[config.mk]
export PLATFORM = sky130hd
export DESIGN_NAME = urv_writeback
export DESIGN_NICKNAME = d
export VERILOG_FILES = /design/src/rtl/urv_writeback_pkg.sv /design/src/rtl/urv_load_align.sv /design/src/rtl/urv_writeback.sv
export SDC_FILE = /design/constraint.sdc
export NUM_CORES = 1
export LEC_CHECK = 0
export BUFFER_PORTS_ARGS = -buffer_cell sky130_fd_sc_hd__buf_2
export CAP_MARGIN = 10
export CORE_MARGIN = 8
export CORE_UTILIZATION = 45
export CTS_CLUSTER_DIAMETER = 50
export DETAILED_ROUTE_END_ITERATION = 8
export GPL_ROUTABILITY_DRIVEN = 0
export PLACE_DENSITY = 0.77
export SLEW_MARGIN = 40
export SYNTH_ARGS = -nofsm -noshare
export SYNTH_HDL_FRONTEND = slang
export SYNTH_HIERARCHICAL = 1
export SYNTH_SLANG_ARGS = --single-unit
export TNS_END_PERCENT = 30
[constraint.sdc]
create_clock -name clk_i -period 4.3 [get_ports clk_i]
set_input_delay 0.215 -clock clk_i [delete_from_list [all_inputs] [get_ports clk_i]]
set_output_delay 0.215 -clock clk_i [all_outputs]
set_load 0.005 [all_outputs]
[src/rtl/urv_writeback_pkg.sv]
// Shared definitions for the writeback stage: load funct3 codes and FSM states.
package urv_writeback_pkg;

   localparam logic [2:0] LP_FUN_LB  = 3'b000;
   localparam logic [2:0] LP_FUN_LH  = 3'b001;
   localparam logic [2:0] LP_FUN_LW  = 3'b010;
   localparam logic [2:0] LP_FUN_LBU = 3'b100;
   localparam logic [2:0] LP_FUN_LHU = 3'b101;

   typedef enum logic {
      ST_IDLE,
      ST_WAIT_LOAD
   } wb_state_t;

endpackage

[src/rtl/urv_load_align.sv]
// Load data alignment: selects byte/halfword by address, sign- or zero-extends.
module urv_load_align
   import urv_writeback_pkg::*;
(
   input  logic [2:0]  i_fun,
   input  logic [1:0]  i_addr,
   input  logic [31:0] i_data,
   output logic [31:0] o_result
);

   logic [7:0]  w_byte;
   logic [15:0] w_half;

   // Pick the addressed lane, then extend according to funct3.
   always_comb begin
      case (i_addr)
         2'd0:    w_byte = i_data[7:0];
         2'd1:    w_byte = i_data[15:8];
         2'd2:    w_byte = i_data[23:16];
         default: w_byte = i_data[31:24];
      endcase
      w_half = i_addr[1] ? i_data[31:16] : i_data[15:0];
      case (i_fun)
         LP_FUN_LB:  o_result = {{24{w_byte[7]}}, w_byte};
         LP_FUN_LBU: o_result = {24'd0, w_byte};
         LP_FUN_LH:  o_result = {{16{w_half[15]}}, w_half};
         LP_FUN_LHU: o_result = {16'd0, w_half};
         default:    o_result = i_data;
      endcase
   end

endmodule

[src/rtl/urv_writeback.sv]
// Writeback stage: retires execute results, completes loads, drives the
// register-file write port and the X-stage bypass.
module urv_writeback
   import urv_writeback_pkg::*;
#(
   parameter int unsigned G_LOAD_TIMEOUT = 0,
   parameter int unsigned G_TIMEOUT_BITS = 8
) (
   input  logic        clk_i,
   input  logic        rst_i,
   input  logic        x_valid_i,
   input  logic [4:0]  x_rd_i,
   input  logic        x_rd_write_i,
   input  logic [31:0] x_rd_value_i,
   input  logic        x_load_i,
   input  logic [2:0]  x_fun_i,
   input  logic [1:0]  x_dm_addr_i,
   input  logic [31:0] dm_data_l_i,
   input  logic        dm_load_done_i,
   output logic        w_stall_o,
   output logic [4:0]  w_rd_o,
   output logic [31:0] w_rd_value_o,
   output logic        w_rd_store_o,
   output logic        w_bypass_rd_write_o,
   output logic [31:0] w_bypass_rd_value_o,
   output logic        w_load_err_o
);

   // Counter value seen during the last permitted WAIT_LOAD cycle.
   localparam logic [G_TIMEOUT_BITS-1:0] LP_TO_LAST =
      G_TIMEOUT_BITS'((G_LOAD_TIMEOUT == 0) ? 0 : G_LOAD_TIMEOUT - 1);

   wb_state_t r_state;
   wb_state_t w_state_nxt;

   logic        w_stall;
   logic        w_capture_x;
   logic        w_capture_ld;
   logic        w_enter_wait;
   logic        w_timeout;
   logic [2:0]  w_al_fun;
   logic [1:0]  w_al_addr;
   logic [31:0] w_al_result;

   logic [4:0]  r_ld_rd;
   logic        r_ld_wr;
   logic [2:0]  r_ld_fun;
   logic [1:0]  r_ld_addr;
   logic [G_TIMEOUT_BITS-1:0] r_cnt;

   logic [4:0]  r_rd;
   logic [31:0] r_value;
   logic        r_store;
   logic        r_err;

   // State register.
   always_ff @(posedge clk_i or negedge rst_i) begin
      if (!rst_i) r_state <= ST_IDLE;
      else        r_state <= w_state_nxt;
   end

   // Next-state decode and per-cycle control strobes.
   always_comb begin
      w_state_nxt  = r_state;
      w_stall      = 1'b0;
      w_capture_x  = 1'b0;
      w_capture_ld = 1'b0;
      w_enter_wait = 1'b0;
      w_timeout    = 1'b0;
      case (r_state)
         ST_IDLE: begin
            if (x_valid_i) begin
               if (x_load_i && !dm_load_done_i) begin
                  w_enter_wait = 1'b1;
                  w_state_nxt  = ST_WAIT_LOAD;
               end else begin
                  w_capture_x = 1'b1;
               end
            end
         end
         ST_WAIT_LOAD: begin
            w_stall = 1'b1;
            if (dm_load_done_i) begin
               w_capture_ld = 1'b1;
               w_state_nxt  = ST_IDLE;
            end else if ((G_LOAD_TIMEOUT != 0) && (r_cnt == LP_TO_LAST)) begin
               w_timeout   = 1'b1;
               w_state_nxt = ST_IDLE;
            end
         end
         default: w_state_nxt = ST_IDLE;
      endcase
   end

   // Aligner sees the live instruction in IDLE and the parked load while waiting.
   always_comb begin
      w_al_fun  = (r_state == ST_WAIT_LOAD) ? r_ld_fun  : x_fun_i;
      w_al_addr = (r_state == ST_WAIT_LOAD) ? r_ld_addr : x_dm_addr_i;
   end

   urv_load_align u_align (
      .i_fun    (w_al_fun),
      .i_addr   (w_al_addr),
      .i_data   (dm_data_l_i),
      .o_result (w_al_result)
   );

   // Park the pending load's attributes and run the timeout counter.
   always_ff @(posedge clk_i or negedge rst_i) begin
      if (!rst_i) begin
         r_ld_rd   <= '0;
         r_ld_wr   <= 1'b0;
         r_ld_fun  <= '0;
         r_ld_addr <= '0;
         r_cnt     <= '0;
      end else if (w_enter_wait) begin
         r_ld_rd   <= x_rd_i;
         r_ld_wr   <= x_rd_write_i && (x_rd_i != 5'd0);
         r_ld_fun  <= x_fun_i;
         r_ld_addr <= x_dm_addr_i;
         r_cnt     <= '0;
      end else if (r_state == ST_WAIT_LOAD) begin
         r_cnt <= r_cnt + 1'b1;
      end
   end

   // Writeback pipeline register; store and error are single-cycle pulses.
   always_ff @(posedge clk_i or negedge rst_i) begin
      if (!rst_i) begin
         r_rd    <= '0;
         r_value <= '0;
         r_store <= 1'b0;
         r_err   <= 1'b0;
      end else begin
         r_store <= 1'b0;
         r_err   <= w_timeout;
         if (w_capture_x) begin
            r_rd    <= x_rd_i;
            r_value <= x_load_i ? w_al_result : x_rd_value_i;
            r_store <= x_rd_write_i && (x_rd_i != 5'd0);
         end else if (w_capture_ld) begin
            r_rd    <= r_ld_rd;
            r_value <= w_al_result;
            r_store <= r_ld_wr;
         end
      end
   end

   assign w_stall_o           = w_stall;
   assign w_rd_o              = r_rd;
   assign w_rd_value_o        = r_value;
   assign w_rd_store_o        = r_store;
   assign w_bypass_rd_write_o = r_store;
   assign w_bypass_rd_value_o = r_value;
   assign w_load_err_o        = r_err;

endmodule

==> results.yml <==
outcome:
  outcome: "finished clean"
clock_tree:
  clk-insertion-delay-late_ns: 0.30
  post_cts_resize_count: 0
  postCtsSetupRepairBufs: 0
  cts_tree: "built"
  cts_max_level: 2
  cts_buffers: 5
  cts_hold_buf: 0
  clkSinkCount: 50
  root_buffer: "clkbuf_8"
  path_clk_slew_ns: 0.10
  cts_buffer_depth: 2
timing:
  setup_viol: 0
  fmax_mhz: 332
  rsz0062_at_grt: "false"
  slew_violations: 0
  hold_ws_ns: 0.00926
  tightest_slew_ns: 0.709
  maxSlewHeadroom_pct: 52.8
  finalCritPeriodShare_pct: 70.0
  period_needed_ns: 3.01
  fin_skew_ns: 0.00823
  hold_viol_final: 0
  fin_tns_setup_ns: 0
synth:
  netlist_instances: 335
  synth_cell_type_count: 41
  synth_edf_count: 0
  synth-seq-cells: 50
  asyncSetResetFlopFracSynth_pct: 100
  synth.yosys.seq_area_share_pct: 35.9
  yosysWarnings: 6
  syn-cell-area_um2: 3480
  syn-num-nets: 415
  avgSynthCellArea_um2: 10.4
  synthFlopType: "dfrtp_1"
global_route:
  grt_usage_pct: 18.1
  grtUsageMet1_pct: 23.8
  overflow: 0
  busiest_layer: "met2"
  grt_first_pass_wirelength_um: 16300
  grt_pass1_vias: 3104
  grt_start_max_net_pins: 51
  antenna_found_initial: 0
  grt_use_met2_pct: 29.1
  grt.met3_usage_pct: 3.66
die:
  rows: 32
  fp.dieH_um: 104
  start_util_pct: 45.8
  core_area_um2: 7610
  dieArea_um2: 10800
  ios: 153
  dieWidth_um: 104
critical_path:
  rr_startpoint: "r_state$_DFF_PN0_"
  end_kind: "flip-flop"
  crit_type: "flip-flop to flip-flop"
  crit_family: "compound AO/OA/AOI/OAI gates"
  cp_cell_sequence: "mux2_2 -> clkinv_1 -> o31a_1 -> o22ai_1 -> o221a_2"
  worstPathArrival_ns: 3.20
  r2r_cells: 5
  critPathMaxStageDelay_ns: 0.78
  cp_max_fo: 27
  critPathLaunchType: "flip-flop"
  worstPathRequired_ns: 4.49
  critical_path_buf_inv_count: 1
  cp_slowest_cell: "dfrtp_1"
  r2r-end: "w_bypass_rd_value_o[19]$_DFFE_PN0P_"
  rrSetupSlack_ns: 1.29
placement:
  port_buffers: 151
  dp_hpwl_um: 7760
power:
  swShare_pct: 33.3
  power.share.clock_pct: 22.0
  vdd_drop_max_uv: 169
  p_int_uw: 1020
  powerDensity_nw_per_um2: 377
  power_frac_seq_pct: 41.4
  combPwrFrac_pct: 36.5
  p_leak_uw: 0.00185
  netSwitchingPower_uw: 510
layout:
  postLayoutCoreUtil_pct: 53.5
  fillers: 716
  antenna_cells: 0
  drive_gt1_share_pct: 51.4
  mostFrequentLayoutCell: "buf_2"
  fin_nets: 513
  area_delta_synth_final_pct: 16.9
  mostFrequentLayoutCells: "151 x buf_2, 50 x dfrtp_1, 33 x nand2b_1, 32 x o221a_2, 28 x nor2_1"
detailed_routing:
  vias: 3003
  drc: 0
  ant_nets: 0
  wl_per_cell_um: 19.2
  wl_um: 10300
  vias_per_cell: 5.60
  drtPass1Iterations: 4
  dr.first_iter.drc_count: 216
hold_path:
  hp-class: "primary input to asynchronous set/reset pin"
run:
  max-cap-violations: 0
==> cells in the mapped netlist, types with 2 or more instances <==
cell       n  area (µm²)
a21o_1     2        15.0
a21oi_1   15        75.1
a221o_1    4        40.0
a221oi_1   2        17.5
a311oi_1   7        61.3
and3_1     5        31.3
buf_2     16        80.1
buf_4     36         270
buf_6      6        67.6
clkbuf_1   3        11.3
dfrtp_1   50        1250
inv_1      9        33.8
mux2_2    15         169
mux2_4     3        45.0
mux2i_1    2        20.0
mux4_1     7         184
nand2_1    8        30.0
nand2b_1  33         206
nor2_1    28         105
nor2b_1   10        62.6
nor3b_2    2        25.0
o221a_2   32         360
o221ai_1   3        26.3
o221ai_2   4        60.1
o22ai_1   17         106
==> flip-flops by register name, summed over array words and instances, names as in the netlist <==
| register | flops |
|---|---|
| w_bypass_rd_value_o | 32 |
| r_ld_addr | 2 |
| r_ld_rd | 5 |
| r_ld_fun | 3 |
| w_bypass_rd_write_o | 1 |
| r_ld_wr | 1 |
| w_rd_o | 5 |
| r_state | 1 |
==> power groups by stage <==
stage	Combinational, µW	Clock (µW)	Sequential [µW]
floorplan	416	0	636
global placement	552	0	641
detailed placement	565	0	643
CTS	565	349	636
global route	612	365	649
finish	560	338	635
==> per-layer routing <==
metal,wire length (µm),share of wire [%]
met5,0,0
met4,199,1.9
met3,628,6.1
met2,4960,48
met1,4520,44
==> worst max-delay path by stage <==
stage / from / to / slack [ns] / depth (start not counted)
final: r_state$_DFF_PN0_ / w_bypass_rd_value_o[19]$_DFFE_PN0P_ / 1.29 / 5
after global routing: r_state$_DFF_PN0_ / w_bypass_rd_value_o[19]$_DFFE_PN0P_ / 1.13 / 5
after CTS: r_state$_DFF_PN0_ / w_bypass_rd_value_o[19]$_DFFE_PN0P_ / 1.31 / 5
after detailed placement: r_state$_DFF_PN0_ / w_bypass_rd_value_o[19]$_DFFE_PN0P_ / 1.34 / 5
after global placement: r_state$_DFF_PN0_ / w_bypass_rd_value_o[19]$_DFFE_PN0P_ / 1.48 / 5
after floorplan: r_state$_DFF_PN0_ / w_bypass_rd_value_o[10]$_DFFE_PN0P_ / 1.89 / 9
==> cell type report <==
cell class,count,area (µm²),area share [%]
clock buffer,5,68.8,1.69
inverter,11,41.3,1.01
clock inverter,3,45.0,1.11
multi-input combinational,212,1770,43.4
timing repair buffer,153,771,18.9
sequential,50,1250,30.7
tap,102,128,3.14
==> stage by stage <==
stage          instance area [µm²]  power [µW]  std cells  setup slack (ns)
2_1_floorplan                 3480        1050        335              1.89
4_1_cts                       4070        1550        536              1.31
5_1_grt                       4070        1630        536              1.13
6_report                      4070        1530        536              1.29
3_3_place_gp                  3950        1190        528              1.48
3_5_place_dp                  3960        1210        528              1.34
==> cells by family (layout without fill, tap and decap cells) <==
kind of cell / count (synthesis) / in the layout / share of synthesized area [%]
compound gates: 94 / 94 / 24.2
buf+inv: 73 / 172 / 13.6
other cells: 1 / 1 / 0.108
flops: 50 / 50 / 35.9
mux: 27 / 27 / 12.0
simple gates: 90 / 90 / 14.1
No activity file was read; power rests on OpenSTA's default activity.
